==> src/rtl/pet_key_sched.sv <==
//-----------------------------------------------------------------------------
// pet_key_sched
//
// Feeds the UART-to-PET-keyboard block from two requesters: the UART receiver
// (buffered in a small FIFO, strict priority) and an auto-type stream (paste
// buffer / boot script, valid/ready). Each issued byte is held for HOLD_SCANS
// complete PET keyboard scan frames (keyrow 9 -> 0 wraps) before the next
// byte may go out. TIMEOUT_CLKS bounds the wait if the PET stops scanning.
//
// Optional feature, enabled by defining PET_KEY_SCHED_CRLF_EN:
//   a LF (0x0A) directly following an issued CR (0x0D) from the same source
//   is consumed silently; any other LF is issued as CR.
//
// Ports:
//   clk          system clock, rising edge
//   reset        synchronous, active-high
//   uart_data    received UART byte
//   uart_strobe  one-cycle valid for uart_data
//   auto_data    auto-type byte
//   auto_valid   auto-type byte available (held until accepted)
//   auto_ready   auto-type byte accepted when auto_valid && auto_ready
//   keyrow       PET keyboard row currently being scanned
//   key_data     byte to the keys block
//   key_strobe   one-cycle strobe to the keys block
//   busy         FIFO non-empty or FSM not idle
//   overflow     sticky: a UART byte was dropped (cleared only by reset)
//   state_dbg    current FSM state (IDLE=0, ISSUE=1, WAIT=2)
//
// Handshake: the auto-type byte transfers on a rising edge where
// auto_valid && auto_ready; auto_data is sampled only on that edge and
// auto_valid must stay high until then.
//-----------------------------------------------------------------------------
`timescale 1ns/1ps

module pet_key_sched #(
  parameter int FIFO_DEPTH   = 16,
  parameter int HOLD_SCANS   = 3,
  parameter int TIMEOUT_CLKS = 1000000
) (
  input  logic       clk,
  input  logic       reset,
  input  logic [7:0] uart_data,
  input  logic       uart_strobe,
  input  logic [7:0] auto_data,
  input  logic       auto_valid,
  output logic       auto_ready,
  input  logic [3:0] keyrow,
  output logic [7:0] key_data,
  output logic       key_strobe,
  output logic       busy,
  output logic       overflow,
  output logic [1:0] state_dbg
);

  localparam int AW = (FIFO_DEPTH > 1) ? $clog2(FIFO_DEPTH) : 1;
  localparam int CW = AW + 1;
  localparam int SW = $clog2(HOLD_SCANS + 2);
  localparam int TW = (TIMEOUT_CLKS > 1) ? $clog2(TIMEOUT_CLKS) : 1;

  localparam logic [CW-1:0] DEPTH_C  = CW'(FIFO_DEPTH);
  localparam logic [SW-1:0] HOLD_C   = SW'(HOLD_SCANS);
  localparam logic [TW-1:0] TMO_LAST = TW'(TIMEOUT_CLKS - 1);

  typedef enum logic [1:0] {
    IDLE  = 2'd0,
    ISSUE = 2'd1,
    WAIT  = 2'd2
  } state_t;

  state_t state, state_next;

  //---------------------------------------------------------------------------
  // UART byte FIFO
  //---------------------------------------------------------------------------
  logic [7:0]    mem [FIFO_DEPTH];
  logic [AW-1:0] wr_ptr, rd_ptr;
  logic [CW-1:0] count;
  logic          fifo_full, fifo_empty;
  logic          push, pop;
  logic [7:0]    fifo_head;

  assign fifo_full  = (count == DEPTH_C);
  assign fifo_empty = (count == '0);
  assign fifo_head  = mem[rd_ptr];
  // Fullness is judged before this cycle's pop, so a full FIFO drops the
  // byte even if the head is leaving in the same cycle.
  assign push       = uart_strobe && !fifo_full;

  always_ff @(posedge clk) begin
    if (push) begin
      mem[wr_ptr] <= uart_data;
    end
  end

  always_ff @(posedge clk) begin
    if (reset) begin
      wr_ptr   <= '0;
      rd_ptr   <= '0;
      count    <= '0;
      overflow <= 1'b0;
    end else begin
      if (push) begin
        wr_ptr <= wr_ptr + AW'(1);
      end
      if (pop) begin
        rd_ptr <= rd_ptr + AW'(1);
      end
      case ({push, pop})
        2'b10:   count <= count + CW'(1);
        2'b01:   count <= count - CW'(1);
        default: count <= count;
      endcase
      if (uart_strobe && fifo_full) begin
        overflow <= 1'b1;
      end
    end
  end

  //---------------------------------------------------------------------------
  // Scan frame wrap detection
  //---------------------------------------------------------------------------
  logic [3:0] prev_keyrow;
  logic       wrap;

  assign wrap = (prev_keyrow == 4'd9) && (keyrow == 4'd0);

  always_ff @(posedge clk) begin
    if (reset) begin
      prev_keyrow <= 4'hf;
    end else begin
      prev_keyrow <= keyrow;
    end
  end

  //---------------------------------------------------------------------------
  // Source selection in IDLE
  //---------------------------------------------------------------------------
  logic       take;
  logic [7:0] cand;
  logic       drop;
  logic [7:0] issue_byte;

  // A UART byte arriving this cycle is not yet in the FIFO but already has
  // priority, so it also holds off the auto-type handshake.
  assign auto_ready = (state == IDLE) && fifo_empty && !uart_strobe;

  always_comb begin
    pop  = 1'b0;
    take = 1'b0;
    cand = 8'h00;
    if (state == IDLE) begin
      if (!fifo_empty) begin
        pop  = 1'b1;
        take = 1'b1;
        cand = fifo_head;
      end else if (auto_ready && auto_valid) begin
        take = 1'b1;
        cand = auto_data;
      end
    end
  end

`ifdef PET_KEY_SCHED_CRLF_EN
  // "Last byte taken was CR" per source. The flag follows the original byte,
  // so a LF converted to CR does not swallow a following LF.
  logic cr_uart, cr_auto;

  assign drop       = (cand == 8'h0A) && (pop ? cr_uart : cr_auto);
  assign issue_byte = (cand == 8'h0A) ? 8'h0D : cand;

  always_ff @(posedge clk) begin
    if (reset) begin
      cr_uart <= 1'b0;
      cr_auto <= 1'b0;
    end else if (take) begin
      if (pop) begin
        cr_uart <= (cand == 8'h0D);
      end else begin
        cr_auto <= (cand == 8'h0D);
      end
    end
  end
`else
  assign drop       = 1'b0;
  assign issue_byte = cand;
`endif

  //---------------------------------------------------------------------------
  // Pacing counters
  //---------------------------------------------------------------------------
  logic [SW-1:0] scan_cnt, scan_next;
  logic [TW-1:0] tmo_cnt;
  logic          hold_done, tmo_done;

  assign scan_next = scan_cnt + SW'(wrap);
  // Leave WAIT on the very cycle the final wrap is seen.
  assign hold_done = (scan_next >= HOLD_C);
  assign tmo_done  = (tmo_cnt == TMO_LAST);

  //---------------------------------------------------------------------------
  // FSM
  //---------------------------------------------------------------------------
  always_comb begin
    state_next = state;
    case (state)
      IDLE: begin
        if (take && !drop) begin
          state_next = ISSUE;
        end
      end
      ISSUE: begin
        state_next = WAIT;
      end
      WAIT: begin
        if (hold_done || tmo_done) begin
          state_next = IDLE;
        end
      end
      default: begin
        state_next = IDLE;
      end
    endcase
  end

  always_ff @(posedge clk) begin
    if (reset) begin
      state    <= IDLE;
      key_data <= 8'h00;
      scan_cnt <= '0;
      tmo_cnt  <= '0;
    end else begin
      state <= state_next;
      if (take && !drop) begin
        key_data <= issue_byte;
      end
      if (state == ISSUE) begin
        scan_cnt <= '0;
        tmo_cnt  <= '0;
      end else if (state == WAIT) begin
        scan_cnt <= scan_next;
        tmo_cnt  <= tmo_cnt + TW'(1);
      end
    end
  end

  assign key_strobe = (state == ISSUE);
  assign busy       = !fifo_empty || (state != IDLE);
  assign state_dbg  = state;

endmodule

==> config.mk <==
export PLATFORM = sky130hd
export DESIGN_NAME = pet_key_sched
export DESIGN_NICKNAME = d
export VERILOG_FILES = /design/src/rtl/pet_key_sched.sv
export SDC_FILE = /design/constraint.sdc
export NUM_CORES = 1
export LEC_CHECK = 0
export BUFFER_PORTS_ARGS = -buffer_cell sky130_fd_sc_hd__clkbuf_2
export CORE_UTILIZATION = 50
export CTS_CLUSTER_SIZE = 25
export DETAILED_ROUTE_END_ITERATION = 8
export PLACE_DENSITY = 0.67
export SLEW_MARGIN = 20
export SYNTH_ARGS = -nofsm -noshare
export SYNTH_HDL_FRONTEND = slang
export SYNTH_SLANG_ARGS = --single-unit
==> constraint.sdc <==
create_clock -name clk -period 4.05 [get_ports clk]
set_clock_uncertainty 0.2 [all_clocks]
set_input_delay 0 -clock clk [delete_from_list [all_inputs] [get_ports clk]]
set_output_delay 0 -clock clk [all_outputs]
set_load 0.02 [all_outputs]
==> reports/metrics.yaml <==
status:
  status: "finished, violations left"
  violations: "design-rule violations"
min_path:
  hp-class: "in -> reg"
clock_tree:
  worst_skew_pair.late_latency_ns: 0.43
  cts_setup_buffers: 0
  cts_tree: "done"
  clock_sinks: 183
  cts_buffers: 17
  clk_pin_slew_ns: 0.06
  post_cts_resized: 0
  cts-root-buf: "clkbuf_16"
  cts_buffer_depth: 2
  h-tree-depth: 4
synthesis:
  synth_edf_count: 128
  synth-async-reset-ratio_pct: 0
  syn_avg_cell_area_sq_um: 14.2
  ys_seq_elements: 183
  yosys_warnings: 0
  synth-seq-area-share_pct: 65.5
  syn-instance-count: 530
  synth_fp_nets: 567
  ys.flop_type: "edfxtp_1"
  synth.cell_area_sq_um: 7550
  synth.distinct_cells: 52
global_routing:
  grtUsageMet1_pct: 28.3
  grt_pass1_wl_um: 23400
  gr-total-overflow: 0
  grt_start_max_net_pins: 38
  grt_usage_pct: 20.1
  gr-usage-met2_pct: 31.7
  antenna_found_initial: 0
  gr-usage-met3_pct: 4.47
  grt_pass1_vias: 4404
  top_usage_layer: "met2"
sta:
  worst_pin_slew_ns: 1.01
  clock.fmax_mhz: 298
  layout_setup_ws_ns: 0.700
  tns_ns: 0
  drv_slew: 0
  fin_crit_sh_pct: 82.7
  fin_crit_ns: 3.35
  setup_viol: 0
  relSlewSlack_pct: 32.3
  rsz0062_at_grt: "no"
  hold_viol: 0
setup_path:
  cp_data_required_time_ns: 4.19
  worstSetupEndpointType: "flop"
  crit_type: "reg -> reg"
  cp-start-kind: "flop"
  cp.arrival_ns: 3.49
  cp_max_fo: 9
finish:
  fillers: 1105
  drive_gt1_share_pct: 21.0
  area_growth_pct: 15.3
  n_antenna_cell: 0
  fin_nets: 628
floorplanning:
  die_x_um: 125
  fp.dieH_um: 125
  start_util_pct: 51.5
  core_sq_um: 14600
  std_cell_rows: 44
  die_area_sq_um: 15600
  ioPinCount: 38
drt:
  vias: 4489
  drc: 14
  wire_per_inst_um: 18.9
  drt-initial-drc-count: 348
  wl_um: 14900
  dr.pass1.iters: 7
  ant_nets: 0
  via_per_inst: 5.70
flow_run:
  drv_cap: 0
placement:
  hpwlAfterDp_um: 9780
  io_buffers: 37
  post-place-ws_ns: 0.721
  place_congestion: 0.737
power:
  ir_drop_mv: 0.361
  power.density_nw_per_um2: 584
  p_leak_nw: 3.00
-- worst max-delay path, stage by stage, from the launching register on --
cell and delay [ns]:
dfxtp_1 0.35, nor4_1 0.60, a21boi_2 0.25, inv_1 0.10, ha_1 0.22, inv_1 0.09
fa_1 0.40, nor2b_1 0.18, o21ai_0 0.12, and3_1 0.20, or4_1 0.40, a21oi_1 0.15
-- worst paths after layout --
path	depth (start not counted)	slack [ns]	endpoint	from
worst min register to register	2	0.28	scan_cnt[1]	scan_cnt[1]
worst max register to register	11	0.70	count[4]	count[0]
worst min-delay path	2	0.03	rd_ptr[0]	reset
worst max-delay path	11	0.70	count[4]	count[0]
-- flip-flops by register name, indices dropped and copies added, names as in the netlist, named ones only --
signal	count
prev_keyrow	4
wr_ptr	4
mem	128
scan_cnt	3
key_data	8
overflow	1
tmo_cnt	20
count	5
rd_ptr	4
state_dbg	2
-- cell families (layout without fill, tap and decap cells) --
group | count (synthesis) | count (layout) | share of synthesized area, %
and+or+nand+nor | 153 | 153 | 10.1
adders and majority gates | 13 | 13 | 2.25
AOI/OAI and AO/OA | 74 | 74 | 6.71
xor gates and xnor gates | 24 | 24 | 2.78
muxes | 43 | 43 | 10.1
buffers and inverters | 40 | 114 | 2.54
DFF | 183 | 183 | 65.5
-- cells in the mapped netlist, drive strengths merged (3+ instances only) --
cell type / number / area [sq um]
buf: 13 / 90.1
nor2: 57 / 233
clkbuf: 11 / 41.3
or3: 3 / 18.8
nor3: 11 / 55.1
inv: 16 / 60.1
o22ai: 3 / 18.8
a31oi: 10 / 62.6
o21ai: 14 / 81.3
a21oi: 19 / 106
nand3: 10 / 50.1
o21bai: 4 / 30.0
and3: 5 / 31.3
mux2: 15 / 169
edfxtp: 128 / 3840
a221o: 3 / 30.0
mux4: 25 / 563
xor2: 13 / 114
dfxtp: 55 / 1100
o221ai: 4 / 35.0
mux2i: 3 / 30.0
nand2: 28 / 105
a22oi: 4 / 30.0
a211oi: 4 / 30.0
ha: 12 / 150
nand2b: 9 / 56.3
or4: 3 / 26.3
nor2b: 5 / 31.3
nor4: 4 / 25.0
nand4: 5 / 31.3
xnor2: 11 / 96.3
or2: 6 / 37.5
o311a: 3 / 30.0
-- layout by cell type (no fill, tap or decap), types with 2 or more instances in the layout --
master and instances:
o21bai_1 4, nand4_1 5, mux2_2 15, o31ai_1 2, inv_1 17, xnor2_1 11, and3_1 5, edfxtp_1 128
a21oi_1 18, dfxtp_1 54, a31oi_1 10, a211oi_1 4, dlygate4sd3_1 22, buf_4 7, o311a_1 3, o21ai_0 13
nand2b_1 9, a22oi_1 4, or2_2 6, clkbuf_2 37, nor2b_1 5, clkbuf_1 2, o221ai_1 4, o22ai_1 3
ha_1 12, a221o_1 3, mux4_2 25, clkinv_2 2, mux2i_1 3, nor2_1 55, nor3_1 11, clkbuf_16 19
xor2_1 13, and4_1 2, clkbuf_8 4, or4_1 2, or3_1 3, nand3_1 10, nand2_1 28, nor4_1 4
-- where the power goes --
group | internal (mW) | switching [mW]
logic | 0.515 | 0.654
registers | 2.11 | 0.146
clock network | 0.984 | 0.667
total | 3.61 | 1.47
-- layer usage --
layer  routed length (um)  vias up
met5                    0        -
li1                     -     2131
met4                  165        0
met3                  796       13
met1                 7030     2224
met2                 6920      121
-- cell type report --
cell class                      count  area (sq um)  share of cell area (%)
Clock inverter                      7          62.6                   0.718
Clock buffer                       25           538                    6.18
Inverter                           16          60.1                   0.690
Tap cell                          184           230                    2.64
Timing Repair Buffer               66           458                    5.26
Sequential cell                   183          4950                    56.8
Multi-Input combinational cell    307          2410                    27.7
-- per-stage QoR --
stage	instance area, sq um	utilization (%)	power [mW]	hold WS, ns	std cells
2_1_floorplan	7550	-	3.14	-0.120	530
3_3_place_gp	7890	53.9	3.41	0.0115	734
3_5_place_dp	7890	53.9	3.45	0.0121	734
4_1_cts	8710	59.5	5.11	0.0143	788
5_1_grt	8710	59.5	5.30	0.0858	788
6_report	8710	59.5	5.08	0.0267	788
-- timing repair --
item,in CTS,in global routing
hold endpoints to repair,144,0
hold buffers,22,0
setup endpoints to repair,0,0
Power figures use the tool's default switching activity.
